## src/rtl/spi_flash_stream_reader.sv

```systemverilog
// SST25-style SPI flash reader: issues READ/FAST READ and streams the returned bytes
// over a valid/ready byte interface, stalling SCK when the consumer applies backpressure.
module spi_flash_stream_reader #(
    parameter int CLK_DIV     = 2,
    parameter int ADDR_WIDTH  = 17,
    parameter int NUM_WIDTH   = 12,
    parameter int CS_HIGH_CYC = 4
) (
    input  logic                  i_sys_clk,
    input  logic                  i_reset_n,
    input  logic                  i_req,
    input  logic                  i_fast_read,
    input  logic [23:0]           i_read_addr,
    input  logic [NUM_WIDTH-1:0]  i_read_num,
    output logic                  o_busy,
    output logic                  o_done,
    output logic                  o_command_error,
    output logic [7:0]            o_byte_data,
    output logic [ADDR_WIDTH-1:0] o_byte_addr,
    output logic                  o_byte_last,
    output logic                  o_byte_valid,
    input  logic                  i_byte_ready,
    output logic                  o_spi_sck,
    output logic                  o_spi_cs_n,
    output logic                  o_spi_si,
    input  logic                  i_spi_so
);

    localparam int DIV_W   = (CLK_DIV > 1) ? $clog2(CLK_DIV) : 1;
    localparam int DESEL_W = (CS_HIGH_CYC > 1) ? $clog2(CS_HIGH_CYC) : 1;
    localparam logic [NUM_WIDTH-1:0]  NUM_ONE  = {{(NUM_WIDTH-1){1'b0}}, 1'b1};
    localparam logic [ADDR_WIDTH-1:0] ADDR_ONE = {{(ADDR_WIDTH-1){1'b0}}, 1'b1};

    typedef enum logic [2:0] {
        ST_IDLE, ST_CMD, ST_ADDR, ST_DUMMY, ST_DATA, ST_WAIT_OUT, ST_DESEL
    } state_t;

    state_t                state;
    state_t                state_next;
    logic [DIV_W-1:0]      div_cnt;
    logic                  sck;
    logic [2:0]            bit_cnt;
    logic [1:0]            hdr_cnt;
    logic [31:0]           tx_sr;
    logic [7:0]            rx_sr;
    logic [NUM_WIDTH-1:0]  byte_cnt;
    logic [ADDR_WIDTH-1:0] cur_addr;
    logic                  fast;
    logic [DESEL_W-1:0]    desel_cnt;
    logic                  err;

    logic active, rise_en, tick, rise, fall, byte_end, out_free;
    logic req_ok, desel_end, take, accept, reject, load_direct, load_pending;

    // SCK only rises while header bits or outstanding data bits remain; a falling
    // half-period is always allowed to finish so SCK parks low.
    always_comb begin
        active    = (state == ST_CMD) || (state == ST_ADDR) || (state == ST_DUMMY) ||
                    (state == ST_DATA) || (state == ST_WAIT_OUT);
        rise_en   = (state == ST_CMD) || (state == ST_ADDR) || (state == ST_DUMMY) ||
                    ((state == ST_DATA) && (byte_cnt != '0));
        tick      = (div_cnt == DIV_W'(CLK_DIV - 1));
        rise      = rise_en && !sck && tick;
        fall      = active && sck && tick;
        byte_end  = rise && (bit_cnt == 3'd7);
        out_free  = !o_byte_valid || i_byte_ready;
        req_ok    = (i_read_num != '0) && ((i_read_addr >> ADDR_WIDTH) == 24'd0);
        desel_end = (state == ST_DESEL) && (desel_cnt == DESEL_W'(CS_HIGH_CYC - 1));
        take      = i_req && !o_busy;
        accept    = take && req_ok;
        reject    = take && !req_ok;
        load_direct  = (state == ST_DATA) && byte_end && out_free;
        load_pending = (state == ST_WAIT_OUT) && out_free;
    end

    always_ff @(posedge i_sys_clk) begin
        if (!i_reset_n) state <= ST_IDLE;
        else            state <= state_next;
    end

    always_comb begin
        state_next = state;
        case (state)
            ST_IDLE:     if (accept) state_next = ST_CMD;
            ST_CMD:      if (byte_end) state_next = ST_ADDR;
            ST_ADDR:     if (byte_end && (hdr_cnt == 2'd2)) state_next = fast ? ST_DUMMY : ST_DATA;
            ST_DUMMY:    if (byte_end) state_next = ST_DATA;
            ST_DATA: begin
                if (byte_end && !out_free)           state_next = ST_WAIT_OUT;
                else if ((byte_cnt == '0) && !sck)   state_next = ST_DESEL;
            end
            ST_WAIT_OUT: if (out_free) state_next = ST_DATA;
            ST_DESEL:    if (desel_end) state_next = accept ? ST_CMD : ST_IDLE;
            default:     state_next = ST_IDLE;
        endcase
    end

    always_comb begin
        o_spi_cs_n = !active;
        o_done     = desel_end;
        o_busy     = (state != ST_IDLE) && !desel_end;
    end

    assign o_spi_sck       = sck;
    assign o_spi_si        = tx_sr[31];
    assign o_command_error = err;

    always_ff @(posedge i_sys_clk) begin
        if (!i_reset_n) begin
            div_cnt      <= '0;
            sck          <= 1'b0;
            bit_cnt      <= 3'd0;
            hdr_cnt      <= 2'd0;
            tx_sr        <= '0;
            rx_sr        <= '0;
            byte_cnt     <= '0;
            cur_addr     <= '0;
            fast         <= 1'b0;
            desel_cnt    <= '0;
            err          <= 1'b0;
            o_byte_data  <= '0;
            o_byte_addr  <= '0;
            o_byte_last  <= 1'b0;
            o_byte_valid <= 1'b0;
        end else begin
            err <= reject;

            if (!active || (!sck && !rise_en) || tick) div_cnt <= '0;
            else                                       div_cnt <= div_cnt + DIV_W'(1);

            if (rise)      sck <= 1'b1;
            else if (fall) sck <= 1'b0;

            if (accept) begin
                tx_sr    <= {(i_fast_read ? 8'h0B : 8'h03), i_read_addr};
                byte_cnt <= i_read_num;
                cur_addr <= i_read_addr[ADDR_WIDTH-1:0];
                fast     <= i_fast_read;
                bit_cnt  <= 3'd0;
                hdr_cnt  <= 2'd0;
            end else begin
                if (fall) tx_sr <= {tx_sr[30:0], 1'b0};
                if (rise) begin
                    bit_cnt <= bit_cnt + 3'd1;
                    if ((state == ST_ADDR) && (bit_cnt == 3'd7)) hdr_cnt <= hdr_cnt + 2'd1;
                    if (state == ST_DATA) rx_sr <= {rx_sr[6:0], i_spi_so};
                end
                if ((state == ST_DATA) && byte_end) byte_cnt <= byte_cnt - NUM_ONE;
            end

            if (state == ST_DESEL) desel_cnt <= desel_end ? '0 : desel_cnt + DESEL_W'(1);
            else                   desel_cnt <= '0;

            // A stalled byte waits in rx_sr; by then byte_cnt has already been decremented.
            if (load_direct || load_pending) begin
                o_byte_data  <= load_pending ? rx_sr : {rx_sr[6:0], i_spi_so};
                o_byte_last  <= load_pending ? (byte_cnt == '0) : (byte_cnt == NUM_ONE);
                o_byte_addr  <= cur_addr;
                o_byte_valid <= 1'b1;
                cur_addr     <= cur_addr + ADDR_ONE;
            end else if (o_byte_valid && i_byte_ready) begin
                o_byte_valid <= 1'b0;
            end
        end
    end

endmodule

```

## config.mk

```make
export PLATFORM = sky130hd
export DESIGN_NAME = spi_flash_stream_reader
export DESIGN_NICKNAME = d
export VERILOG_FILES = /design/src/rtl/spi_flash_stream_reader.sv
export SDC_FILE = /design/constraint.sdc
export NUM_CORES = 1
export LEC_CHECK = 0
export CAP_MARGIN = 20
export CORE_MARGIN = 2
export CORE_UTILIZATION = 25
export CTS_BUF_LIST = sky130_fd_sc_hd__clkbuf_8
export CTS_CLUSTER_SIZE = 25
export DETAILED_ROUTE_END_ITERATION = 12
export GPL_ROUTABILITY_DRIVEN = 0
export GPL_TIMING_DRIVEN = 1
export SLEW_MARGIN = 20
export SYNTH_ARGS = -nofsm -noshare
export SYNTH_HDL_FRONTEND = slang
export SYNTH_SLANG_ARGS = --single-unit
```

## constraint.sdc

```tcl
create_clock -name i_sys_clk -period 6.29 [get_ports i_sys_clk]
set_input_delay 1.258 -clock i_sys_clk [delete_from_list [all_inputs] [get_ports i_sys_clk]]
set_output_delay 1.258 -clock i_sys_clk [all_outputs]
set_load 0.02 [all_outputs]
```

==> results of run 1 <==
[logic make-up after synthesis]
kind of cell / Yosys count / share of synthesized area (%)
xor+xnor: 9 / 1.55
buf+inv: 52 / 4.42
compound gates: 154 / 19.0
flops: 110 / 43.3
mux: 38 / 7.62
simple gates: 240 / 22.4
fa+ha+maj: 7 / 1.72
[worst max-delay path, cell delays in order, from the launching register on]
cell and delay [ps]:
sky130_fd_sc_hd__dfxtp_1 660, sky130_fd_sc_hd__and4b_1 290, sky130_fd_sc_hd__nor2_1 130, sky130_fd_sc_hd__clkdlybuf4s50_1 620
[how the worst max path moves through the flow]
stage	start	to	slack, ps
global placement	i_read_num[3]	hdr_cnt[1]$_SDFFE_PP0P_	2280
global route	state[0]$_SDFFE_PN0P_	o_spi_cs_n	2810
detailed placement	i_read_num[3]	hdr_cnt[1]$_SDFFE_PP0P_	2200
CTS	i_read_num[3]	hdr_cnt[1]$_SDFFE_PP0P_	2620
finish	state[0]$_SDFFE_PN0P_	o_busy	2950
floorplan	i_read_addr[17]	cur_addr[16]$_SDFFE_PN0P_	3540
[layout by cell type, fill, tap and decap left out, types with 12 or more instances in the layout]
cell type,Yosys,layout
sky130_fd_sc_hd__nor2_1,63,63
sky130_fd_sc_hd__a21oi_1,69,69
sky130_fd_sc_hd__clkdlybuf4s50_1,0,74
sky130_fd_sc_hd__nand2_1,87,87
sky130_fd_sc_hd__nand3_1,22,22
sky130_fd_sc_hd__mux2i_1,32,32
sky130_fd_sc_hd__dfxtp_1,110,110
sky130_fd_sc_hd__o21ai_0,12,12
sky130_fd_sc_hd__a211oi_1,29,29
sky130_fd_sc_hd__nor4_1,12,12
sky130_fd_sc_hd__nor3_1,14,14
[routing by layer]
layer | GRT usage [%] | vias to the layer above | wire, um
li1 | - | 2277 | -
met1 | 16.2 | 2051 | 6070
met2 | 20.2 | 75 | 6380
met3 | 3.60 | 4 | 681
met4 | 2.04 | 0 | 40
met5 | 0 | - | 0
[registers in the layout, indices dropped and copies added (netlist names)]
register / cells
o_byte_last: 1
hdr_cnt: 2
desel_cnt: 2
fast: 1
div_cnt: 1
o_spi_sck: 1
o_command_error: 1
cur_addr: 17
o_byte_valid: 1
state: 3
byte_cnt: 12
o_byte_data: 8
tx_sr: 32
rx_sr: 8
bit_cnt: 3
o_byte_addr: 17
[cell type report]
type | count | area [um2] | area share, %
inverters | 9 | 33.8 | 0.542
repair buffers | 79 | 778 | 12.5
well taps | 270 | 338 | 5.42
multi-input cells | 448 | 2680 | 43.1
clock buffers | 10 | 138 | 2.21
flip-flops and latches | 110 | 2200 | 35.4
diodes | 1 | 2.50 | 0.0402
clock inverters | 5 | 51.3 | 0.824
[power by group through the flow]
| stage | combinational [mW] | clock (mW) | sequential (mW) |
|---|---|---|---|
| 2_1_floorplan | 0.226 | 0 | 0.762 |
| 3_5_place_dp | 0.320 | 0 | 0.781 |
| 6_report | 0.318 | 0.423 | 0.765 |
| 5_1_grt | 0.350 | 0.471 | 0.771 |
| 4_1_cts | 0.321 | 0.440 | 0.765 |
| 3_3_place_gp | 0.319 | 0 | 0.780 |
[metrics by stage]
step | instance area [um2] | hold slack (ps) | worst slack, ps | std cells | power (mW)
after global routing | 6220 | 447 | 2810 | 931 | 1.59
after global placement | 6030 | 413 | 2280 | 916 | 1.10
after CTS | 6220 | 429 | 2620 | 931 | 1.53
after detailed placement | 6030 | 413 | 2200 | 916 | 1.10
after floorplan | 5090 | 396 | 3540 | 610 | 0.987
final | 6230 | 424 | 2950 | 932 | 1.51
==> run summary, run 1 <==
====================================================================================================
Share of final-layout standard cells stronger than drive strength 1                            5.45%
Post-Syn Instances                                                                               610
Post-DP HPWL                                                                                 9.08 mm
CTS buffer count                                                                                   9
Ports                                                                                             75
Core Rows                                                                                         52
TritonCTS clock tree                                                                             yes
Total negative slack                                                                            0 ps
Worst Path Max Fanout                                                                             16
Utilization of the core after routing                                                          31.0%
Power share of the sequential group                                                            50.8%
Number of buffers added on ports                                                                  74
Post-synth net total                                                                             659
Worst slew margin relative to its limit                                                        26.5%
Hold path cells                                                                                    1
Overflow after GRT                                                                                 0
R2R cell count                                                                                     7
Worst-Margin Slew                                                                            1100 ps
Leakage power summed over all cells                                                          2.14 nW
Primary FF master, synth                                                                sky130_fd_sc_hd__dfxtp_1
Global routing usage summed across all routing layers                                          12.2%
Reg-to-reg slack, setup                                                                      3160 ps
CTS Buffer Depth                                                                                   2
Switching Power                                                                             0.448 mW
Die span in x                                                                                 147 um
Total standard cell area after synthesis                                                    5090 um2
Initial antenna violation count                                                                    0
Worst hold start                                                                        desel_cnt[0]$_SDFF_PP0_
Worst vdd rail ir drop                                                                     0.0793 mV
Data required, critical path                                                                 5030 ps
Category of the worst setup path launch point                                                   flop
Number of antenna-violating nets in the routed design                                              0
Crit path time final                                                                         3340 ps
Total of endpoints with negative setup slack in the final report                                   0
Hold-critical path endpoint                                                             desel_cnt[0]$_SDFF_PP0_
Count of state elements after synthesis                                                          110
Highest clock frequency the design can meet                                                  300 MHz
Number of library cell types mapped by synthesis                                                  59
Area of the die                                                                           21,500 um2
Critical path type                                                                           reg2out
Effective utilization at floorplan                                                             25.3%
Top post-synthesis cells by count                                                       sky130_fd_sc_hd__dfxtp_1 (110), sky130_fd_sc_hd__nand2_1 (87), sky130_fd_sc_hd__a21oi_1 (69)
Power per Cell Area                                                                       242 nW/um2
Max-slew violation count                                                                           0
Fin Clk Skew                                                                                 11.6 ps
Area Growth Syn to Fin                                                                         22.3%
Mean area per synthesized cell                                                              8.35 um2
Sinks on the clock net                                                                           110
Maximum number of pins on one net before global-route repair                                      63
Filler Cells Inserted                                                                          2,172
Quantity of gates resized following cts                                                            0
Post-detailed-routing wire length                                                            13.2 mm
Detail-routed via count per cell                                                                4.73
Synth area leaders                                                                      sky130_fd_sc_hd__dfxtp_1 (43%), sky130_fd_sc_hd__a21oi_1 (6.8%), sky130_fd_sc_hd__nand2_1 (6.4%)
Final Hold Fails                                                                                   0
Average wire per standard cell                                                               14.1 um
Overall die height                                                                            147 um
First-pass iteration count of the detailed router                                                  5
Vias after detailed routing                                                                    4,407
Reg2Reg Launch Point                                                                    byte_cnt[0]$_SDFFE_PN0P_
DRC Markers                                                                                        0
Fraction of synthesized cell area taken by the top area cell type                              43.3%
Core area                                                                                 20,100 um2
Biggest area consumer among synthesized cells                                           sky130_fd_sc_hd__dfxtp_1
Share of the yosys chip area belonging to registers                                            43.3%
Clock network latency to the later pin of the worst-skew pair                                 380 ps
Initial DRC count                                                                                270
Count of yosys warnings during synthesis                                                           0
Data arrival time of the critical path                                                       2080 ps
Master cell of the clock root buffer                                                    sky130_fd_sc_hd__clkbuf_8
Run status                                                                              finished clean
Power share of the combinational group                                                         21.1%
Share of power burned in the clock network                                                     28.1%
Number of levels in the clock H-tree                                                               3
Number of enable flip-flop cells after synthesis                                                   0
Reported max-cap violation count                                                                   0
Switching share of total power                                                                 29.7%
Wire length of the first global-routing pass                                                 21.4 mm
Via count of the first global-routing pass                                                     4,171
Capturing point of the worst reg2reg path                                               cur_addr[0]$_SDFFE_PN0P_
Unrepaired setup endpoints after global routing                                                   no
Post-CTS Hold Buffers                                                                              0
Count of buffers added by post-CTS timing repair for setup                                         0
Fraction of synthesis flops using an asynchronous set or reset pin                                0%
Library cell with the highest instance count after synthesis                            sky130_fd_sc_hd__dfxtp_1
Internal power                                                                               1.06 mW
Kind of capture point of the worst setup path                                            output port
Path type of the worst min-delay path                                                        reg2reg
Clock-pin slew reported for the worst setup and hold paths after clock tree synthesis         100 ps
Nets@finish                                                                                      706
Final period utilization                                                                       53.1%
====================================================================================================
Power figures use the tool's default switching activity.
==> run 2: changes to the inputs <==
- clock period: 6.29 -> 3.3 ns (I/O delays scaled with it)
==> run summary, run 2 (synthesized netlist as in run 1, its figures left out) <==
====================================================================================================
Run status                                                                              finished clean
Share of final-layout standard cells stronger than drive strength 1                            6.85%
Die span in x                                                                                 147 um
Number of buffers added on ports                                                                  74
Highest routing layer actually used                                                             met4
Core area                                                                                 20,100 um2
Final Hold Fails                                                                                   0
Wire length of the first global-routing pass                                                 21.9 mm
Leakage power summed over all cells                                                          2.20 nW
Highest clock frequency the design can meet                                                  359 MHz
Quantity of gates resized following cts                                                            0
Met2 routed wirelength                                                                       6.34 mm
Initial antenna violation count                                                                    0
Largest registers                                                                       tx_sr x32, cur_addr x17, o_byte_addr x17
TritonCTS clock tree                                                                             yes
Area Growth Syn to Fin                                                                         24.4%
Path type of the worst min-delay path                                                        reg2reg
CTS Buffer Depth                                                                                   2
Category of the worst setup path launch point                                                   flop
Power per Cell Area                                                                       451 nW/um2
Max-slew violation count                                                                           0
Worst vdd rail ir drop                                                                      0.160 mV
Detail-routed via count per cell                                                                4.77
Via count of the first global-routing pass                                                     4,339
Maximum number of pins on one net before global-route repair                                      47
Data arrival time of the critical path                                                       2120 ps
CTS buffer count                                                                                   9
Unrepaired setup endpoints after global routing                                                   no
Commonest non-fill, non-tap cells in the layout                                         sky130_fd_sc_hd__dfxtp_1 (110), sky130_fd_sc_hd__nand2_1 (87), sky130_fd_sc_hd__clkdlybuf4s50_1 (74)
Clock-pin slew reported for the worst setup and hold paths after clock tree synthesis         100 ps
Met3 wire length                                                                              473 um
Effective utilization at floorplan                                                             25.3%
Post-CTS Hold Buffers                                                                              0
Final period utilization                                                                       84.3%
Flip-flop count of the largest register after layout                                              32
Clock network latency to the later pin of the worst-skew pair                                 390 ps
Post-detailed-routing wire length                                                            13.2 mm
Initial DRC count                                                                                317
Critical path type                                                                           reg2out
Overall die height                                                                            147 um
Number of levels in the clock H-tree                                                               3
Overflow after GRT                                                                                 0
Kind of capture point of the worst setup path                                            output port
Total of endpoints with negative setup slack in the final report                                   0
First-pass iteration count of the detailed router                                                  4
Worst Path Max Fanout                                                                             14
Most common cell after layout, fill and taps aside                                      sky130_fd_sc_hd__dfxtp_1
Ports                                                                                             75
Sinks on the clock net                                                                           110
Post-route cell area                                                                        6330 um2
Average wire per standard cell                                                               14.1 um
Register bank with the most flops                                                              tx_sr
Data required, critical path                                                                 2640 ps
Fin Clk Skew                                                                                 10.6 ps
Worst-Margin Slew                                                                             882 ps
Count of inserted antenna diode cells                                                              0
Met1 Wirelength                                                                              6.30 mm
DRC Markers                                                                                        0
Global routing usage summed across all routing layers                                          12.5%
Number of antenna-violating nets in the routed design                                              0
Post-DP HPWL                                                                                 9.27 mm
Filler Cells Inserted                                                                          2,103
Worst slew margin relative to its limit                                                        40.8%
Reported max-cap violation count                                                                   0
Vias after detailed routing                                                                    4,489
Count of buffers added by post-CTS timing repair for setup                                         0
Nets@finish                                                                                      716
Total negative slack                                                                            0 ps
Master cell of the clock root buffer                                                    sky130_fd_sc_hd__clkbuf_8
Core Rows                                                                                         52
Total placed instance area                                                                  6160 um2
Area of the die                                                                           21,500 um2
Crit path time final                                                                         2780 ps
====================================================================================================
==> run 2: cell types whose count changed in the layout (fill, tap and decap cells not counted) <==
cell                         change
sky130_fd_sc_hd__buf_4           +6
sky130_fd_sc_hd__buf_12          +4
sky130_fd_sc_hd__bufinv_16       -1
sky130_fd_sc_hd__clkbuf_8        +1
sky130_fd_sc_hd__clkinv_4        +1
sky130_fd_sc_hd__clkinvlp_4      -1
sky130_fd_sc_hd__diode_2         -1
sky130_fd_sc_hd__inv_1           +1
sky130_fd_sc_hd__or3_2           +1
sky130_fd_sc_hd__or3_4           -1
==> run 2: metrics by stage <==
step                total power [mW]  util, %  hold slack, ps  instances  setup WS, ps
floorplan                       1.88        -             396        610           821
global placement                2.12     30.6             412        926           410
detailed placement              2.12     30.6             418        926           392
CTS                             2.90     31.5             438        942           441
global route                    3.01     31.5             451        942           326
finish                          2.86     31.5             434        942           518
==> run 2: where the power goes <==
part	switching, mW	internal, mW	total (mW)
Sequential	0.0815	1.37	1.45
Combinational	0.337	0.297	0.634
Clock	0.462	0.310	0.772
Total	0.880	1.98	2.86
==> run 2: path summary, 6_finish.rpt <==
kind,start,to,slack [ps],cells past startpoint
max,state[1]$_SDFFE_PN0P_,o_spi_cs_n,520,4
min reg2reg,desel_cnt[0]$_SDFF_PP0_,desel_cnt[0]$_SDFF_PP0_,430,1
min,desel_cnt[0]$_SDFF_PP0_,desel_cnt[0]$_SDFF_PP0_,430,1
max reg2reg,byte_cnt[0]$_SDFFE_PN0P_,cur_addr[0]$_SDFFE_PN0P_,600,8
==> run 2: per-layer routing <==
| layer | GRT usage [%] | up-vias |
|---|---|---|
| met2 | 21.1 | 67 |
| li1 | - | 2289 |
| met4 | 3.06 | 0 |
| met3 | 2.83 | 12 |
| met5 | 0 | - |
| met1 | 16.1 | 2121 |
==> run 2: worst max-delay path, stage by stage (launching register included) <==
cell and delay (ps):
sky130_fd_sc_hd__dfxtp_1 460, sky130_fd_sc_hd__nor3_1 410, sky130_fd_sc_hd__a21oi_1 120, sky130_fd_sc_hd__inv_1 120
sky130_fd_sc_hd__clkdlybuf4s50_1 620
==> run 2: cell type report <==
cell class / instances / area [um2] / area share, %
multi-input combinational: 448 / 2680 / 42.3
sequential: 110 / 2200 / 34.8
timing repair buffer: 89 / 903 / 14.3
tap: 270 / 338 / 5.33
clock buffer: 11 / 151 / 2.39
inverter: 9 / 33.8 / 0.533
clock inverter: 5 / 26.3 / 0.415
